===== config.mk =====
export PLATFORM = sky130hd
export DESIGN_NAME = riscv_mem_arbiter
export DESIGN_NICKNAME = d
export VERILOG_FILES = /design/src/rtl/riscv_mem_pkg.sv /design/src/rtl/riscv_arb_select.sv /design/src/rtl/riscv_mem_arbiter.sv
export SDC_FILE = /design/constraint.sdc
export NUM_CORES = 1
export LEC_CHECK = 0
export CAP_MARGIN = 30
export CORE_ASPECT_RATIO = 0.7
export CORE_MARGIN = 8
export CORE_UTILIZATION = 37
export CTS_CLUSTER_DIAMETER = 60
export DETAILED_ROUTE_END_ITERATION = 8
export HOLD_SLACK_MARGIN = 0.06
export PLACE_DENSITY = 0.83
export SYNTH_ARGS = -nofsm -noshare
export SYNTH_HDL_FRONTEND = slang
export SYNTH_HIERARCHICAL = 1
export SYNTH_SLANG_ARGS = --single-unit

===== constraint.sdc =====
create_clock -name clk -period 4.5 [get_ports clk]
set_input_delay 0.9 -clock clk [delete_from_list [all_inputs] [get_ports clk]]
set_output_delay 0.9 -clock clk [all_outputs]
set_load 0.05 [all_outputs]

===== src/rtl/riscv_mem_pkg.sv =====
// Shared types for the IF/MEM single-port memory arbiter.
package riscv_mem_pkg;
  typedef enum logic [1:0] {IDLE, ISSUE, WAIT} arb_state_t;
  typedef enum logic [1:0] {GNT_NONE, GNT_IF, GNT_D} grant_t;
  localparam logic [3:0] BE_WORD = 4'hF;
endpackage


===== src/rtl/riscv_arb_select.sv =====
// Grant selection between fetch and data requests; data wins unless the
// starvation guard (MEM_ARB_STARVE_GUARD_EN) forces a pending fetch through.
module riscv_arb_select
  import riscv_mem_pkg::*;
#(
  parameter int STARVE_LIMIT = 4
) (
  input  logic   clk,
  input  logic   reset,
  input  logic   sample,
  input  logic   if_req,
  input  logic   d_req,
  output grant_t grant
);

  localparam int SC_W = $clog2(STARVE_LIMIT + 1);
  localparam logic [SC_W-1:0] LIMIT = SC_W'(STARVE_LIMIT);
`ifdef MEM_ARB_STARVE_GUARD_EN
  localparam bit GUARD = 1'b1;
`else
  localparam bit GUARD = 1'b0;
`endif

  logic [SC_W-1:0] starve_cnt;
  logic            starved;

  assign starved = GUARD && (starve_cnt >= LIMIT);

  always_comb begin
    grant = GNT_NONE;
    if (sample) begin
      if (if_req && (starved || !d_req)) grant = GNT_IF;
      else if (d_req)                    grant = GNT_D;
    end
  end

  // Counts data grants that overtook a waiting fetch; a fetch grant clears it.
  always_ff @(posedge clk) begin
    if (reset) begin
      starve_cnt <= '0;
    end else if (GUARD) begin
      if (grant == GNT_IF)
        starve_cnt <= '0;
      else if (grant == GNT_D && if_req)
        starve_cnt <= starve_cnt + 1'b1;
    end
  end

endmodule


===== src/rtl/riscv_mem_arbiter.sv =====
// Serialises IF fetches and MEM loads/stores onto one synchronous memory port.
// Optional fetch starvation guard: define MEM_ARB_STARVE_GUARD_EN.
module riscv_mem_arbiter
  import riscv_mem_pkg::*;
#(
  parameter int ADDR_W       = 32,
  parameter int DATA_W       = 32,
  parameter int MEM_LATENCY  = 1,
  parameter int STARVE_LIMIT = 4
) (
  input  logic              clk,
  input  logic              reset,
  input  logic              if_req,
  input  logic [ADDR_W-1:0] if_addr,
  input  logic              if_flush,
  output logic              if_ack,
  output logic [DATA_W-1:0] if_rdata,
  input  logic              d_req,
  input  logic              d_we,
  input  logic [ADDR_W-1:0] d_addr,
  input  logic [3:0]        d_be,
  input  logic [DATA_W-1:0] d_wdata,
  output logic              d_ack,
  output logic [DATA_W-1:0] d_rdata,
  output logic              stall_if,
  output logic              stall_mem,
  output logic              mem_en,
  output logic              mem_we,
  output logic [ADDR_W-1:0] mem_addr,
  output logic [3:0]        mem_be,
  output logic [DATA_W-1:0] mem_wdata,
  input  logic [DATA_W-1:0] mem_rdata
);

  localparam int CNT_W = $clog2(MEM_LATENCY + 1);

  arb_state_t       state, state_nxt;
  grant_t           grant, sel;
  logic [CNT_W-1:0] cnt;
  logic             flushed;
  logic             done;

  riscv_arb_select #(.STARVE_LIMIT(STARVE_LIMIT)) u_select (
    .clk    (clk),
    .reset  (reset),
    .sample (state == IDLE),
    .if_req (if_req),
    .d_req  (d_req),
    .grant  (sel)
  );

  always_comb begin
    state_nxt = state;
    case (state)
      IDLE:    if (sel != GNT_NONE) state_nxt = ISSUE;
      ISSUE:   state_nxt = WAIT;
      WAIT:    if (cnt == '0) state_nxt = IDLE;
      default: state_nxt = IDLE;
    endcase
  end

  always_ff @(posedge clk) begin
    if (reset) begin
      state     <= IDLE;
      grant     <= GNT_NONE;
      cnt       <= '0;
      flushed   <= 1'b0;
      mem_en    <= 1'b0;
      mem_we    <= 1'b0;
      mem_addr  <= '0;
      mem_be    <= '0;
      mem_wdata <= '0;
    end else begin
      state  <= state_nxt;
      mem_en <= 1'b0;
      case (state)
        IDLE: begin
          grant   <= sel;
          flushed <= 1'b0;
          if (sel == GNT_D) begin
            mem_en    <= 1'b1;
            mem_we    <= d_we;
            mem_addr  <= d_addr;
            mem_be    <= d_be;
            mem_wdata <= d_wdata;
          end else if (sel == GNT_IF) begin
            mem_en    <= 1'b1;
            mem_we    <= 1'b0;
            mem_addr  <= if_addr;
            mem_be    <= BE_WORD;
            mem_wdata <= '0;
          end
        end
        ISSUE: cnt <= CNT_W'(MEM_LATENCY - 1);
        WAIT: begin
          if (cnt != '0) cnt <= cnt - 1'b1;
          else           grant <= GNT_NONE;
        end
        default: ;
      endcase
      // A flush anywhere in the fetch's flight kills its ack; the read itself still completes.
      if (grant == GNT_IF && state != IDLE && if_flush) flushed <= 1'b1;
    end
  end

  assign done      = (state == WAIT) && (cnt == '0) && !reset;
  assign if_ack    = done && (grant == GNT_IF) && !flushed && !if_flush;
  assign d_ack     = done && (grant == GNT_D);
  assign if_rdata  = mem_rdata;
  assign d_rdata   = mem_rdata;
  assign stall_if  = if_req & ~if_ack;
  assign stall_mem = d_req & ~d_ack;

endmodule


==> key figures <==
Die
  • Die Span Y: 100 um
  • Initial Utilization: 38.3%
  • Die width: 136 um
  • Die ar.: 13700 um2
  • Cell Rows: 30
  • # IOs: 276
  • CORE AREA: 9800 um2

STA
  • Tcrit/Tclk final: 76.2%
  • FMAX: 292 MHz
  • Min Tclk post-route: 3.43 ns
  • Post-Route Skew: 0.00353 ns
  • Max-slew violation count: 0
  • Setup TNS: 0 ns
  • Slew HR: 37.7%
  • Final setup vio count: 0
  • Worst slew pin tran: 0.934 ns
  • Final hold violation count: 0
  • RSZ-0062 raised after global routing: no

Power and ir drop
  • Pwr/cell area: 416 nW/um2
  • Pleak: 1.86 nW
  • VDD IR-drop max: 0.281 mV

Clocking
  • Clock Latency Late Sink: 0.32 ns
  • PostCTS Resize Cnt: 0
  • CTS tree: done
  • CTS Buf Count: 9
  • Worst-path clk slew: 0.05 ns
  • H-Tree Depth: 3
  • Clk root buf: clkbuf_16
  • Longest Clk Path Bufs: 2
  • Hold_buf cts: 0
  • Total setup buffers inserted after CTS: 0
  • CTS Sinks: 75

Worst setup path
  • Worst Setup End Kind: output pin
  • Critical path fanouts, max: 2
  • CP max stage delay: 0.86 ns
  • Worst path bufs/invs: 2
  • Worst setup SP type: input pin
  • Crit path max-delay family: buffers and inverters
  • Critical Path RT: 3.60 ns
  • Most used cell, CP: clkdlybuf4s50_1
  • CP Cell Sequence: clkdlybuf4s50_1 > nor4_4 > clkdlybuf4s50_1
  • Crit Path Class: in2out
  • Worst EP arrival: 2.53 ns
  • Crit path max-delay cell type: clkdlybuf4s50_1

Synth
  • Synthesized area per cell: 9.32 um2
  • Post-synth EDFFs: 0
  • Count of state elements after synthesis: 75
  • Fraction of registers with async set/reset: 0%
  • Area share of the largest cell type after synthesis: 40.0%
  • Library cells used by synthesis: 30
  • Cells after synthesis: 403
  • Area contributors post-synth: dfxtp_1 40%, buf_4 14%, a211oi_2 10%, mux2i_1 8.5%, a21oi_1 4.4%
  • Post-synthesis cell area: 3760 um2
  • Synth warnings: 6
  • Synth Flop Type: dfxtp_1
  • Yosys top cell by area: dfxtp_1
  • Register area share after synthesis: 40.0%
  • Post-Syn Nets: 543

Placement
  • Placed instance area: 5080 um2
  • RD Place Congestion: 0.802
  • Port bufs: 179
  • Final HPWL DP: 7780 um

Detailed routing
  • First DRT Iteration DRCs: 113
  • Routed wire length: 10300 um
  • Drt pass-1 iters: 4
  • Via Count: 3073
  • Antenna viol nets, final: 0
  • Routed WL per cell: 16.3 um
  • Drt via density: 4.85
  • Post-route DRC: 0

Finish
  • Util after Layout: 54.6%
  • Share of cells above drive strength 1: 11.7%
  • Most common cell after layout, fill and taps aside: clkdlybuf4s50_1
  • Most frequent cells in the layout: 178 x clkdlybuf4s50_1, 75 x dfxtp_1, 39 x nor2_1
  • ANT cells: 0
  • Layout area overhead: 42.3%
  • Fillers: 855
  • Final instance area: 5350 um2
  • Post-layout net count: 642

Min path
  • HP Class: reg2reg

Global routing
  • GR Util All Layers: 14.6%
  • Antenna violations before repair: 0
  • Grt total ovfl: 0
  • Vias in the first global route: 3194
  • Largest net degree at the start of global routing: 76
  • First-pass GRT wire length: 16200 um

Run
  • Max-cap violations: 0

Run status
  • Status: completed
## worst paths after layout
path | from | to | slack [ns] | cells past startpoint
max reg2reg | state[0]$_SDFFE_PP0P_ | mem_be[0]$_SDFFE_PP0P_ | 1.87 | 8
max | if_flush | if_ack | 1.07 | 3
min reg2reg | mem_wdata[22]$_SDFFE_PP0P_ | mem_wdata[22]$_SDFFE_PP0P_ | 0.45 | 2
min | mem_wdata[22]$_SDFFE_PP0P_ | mem_wdata[22]$_SDFFE_PP0P_ | 0.45 | 2
## per-layer routing
| layer | track usage, % | wire length (um) | vias to the layer above | share of wire [%] |
|---|---|---|---|---|
| met5 | 0 | 0 | - | 0 |
| met3 | 8.98 | 1370 | 18 | 13 |
| li1 | - | - | 1507 | - |
| met2 | 23.1 | 4660 | 167 | 45 |
| met4 | 5.05 | 152 | 0 | 1.5 |
| met1 | 15.9 | 4130 | 1381 | 40 |
## metrics by stage
stage	cells	setup slack (ns)	power, mW	hold slack [ns]
floorplan	403	1.23	1.50	0.492
global placement	619	1.11	1.60	0.438
detailed placement	619	1.06	1.62	0.446
CTS	634	1.06	2.26	0.453
global route	634	1.01	2.35	0.465
finish	634	1.07	2.22	0.450
## state kept, by name, summed over array words and instances, names as in the netlist
signal     cells
flushed        1
mem_addr      32
mem_wdata     32
mem_en         1
grant          2
mem_be         4
state          2
mem_we         1
## synthesized netlist by cell type (all sizes together), types with 2 or more instances
master,count
a211oi,32
a21oi,33
a22oi,2
buf,87
clkbuf,9
dfxtp,75
ha,2
inv,3
mux2i,32
nand2,33
nand3,33
nor2,39
nor2b,2
nor3,6
nor3b,6
nor4,2
or3b,2
## power by group
group	total (mW)	internal, mW	leakage (nW)	switching, mW
sequential	0.781	0.740	0.615	0.0408
clock	0.626	0.382	0.132	0.244
combinational	0.818	0.313	1.11	0.505
total	2.22	1.44	1.86	0.789
## logic make-up (layout without fill, tap and decap cells)
| group | Yosys count | in the layout | synth area share (%) |
|---|---|---|---|
| flops | 75 | 75 | 40.0 |
| buf+inv | 99 | 202 | 18.7 |
| fa+ha+maj | 2 | 2 | 0.666 |
| compound gates | 68 | 68 | 15.4 |
| simple gates | 127 | 127 | 16.8 |
| mux | 32 | 32 | 8.53 |
## area by class of cell
cell class | count | area, um2 | share of cell area (%)
Sequential cell | 75 | 1500 | 28.1
Multi-Input combinational cell | 229 | 1570 | 29.4
Inverter | 3 | 11.3 | 0.211
Clock buffer | 12 | 246 | 4.61
Tap cell | 128 | 160 | 3.00
Clock inverter | 3 | 15.0 | 0.281
Timing Repair Buffer | 184 | 1840 | 34.4
## worst reg2reg max path: stages, from the launching register on
cell and delay (ns):
dfxtp_1 0.41, nor2_1 0.29, and3b_1 0.25, inv_1 0.09
ha_1 0.32, or3b_1 0.55, buf_4 0.32, nor3b_2 0.18
nor3_1 0.07
No activity file was read; power rests on OpenSTA's default activity.
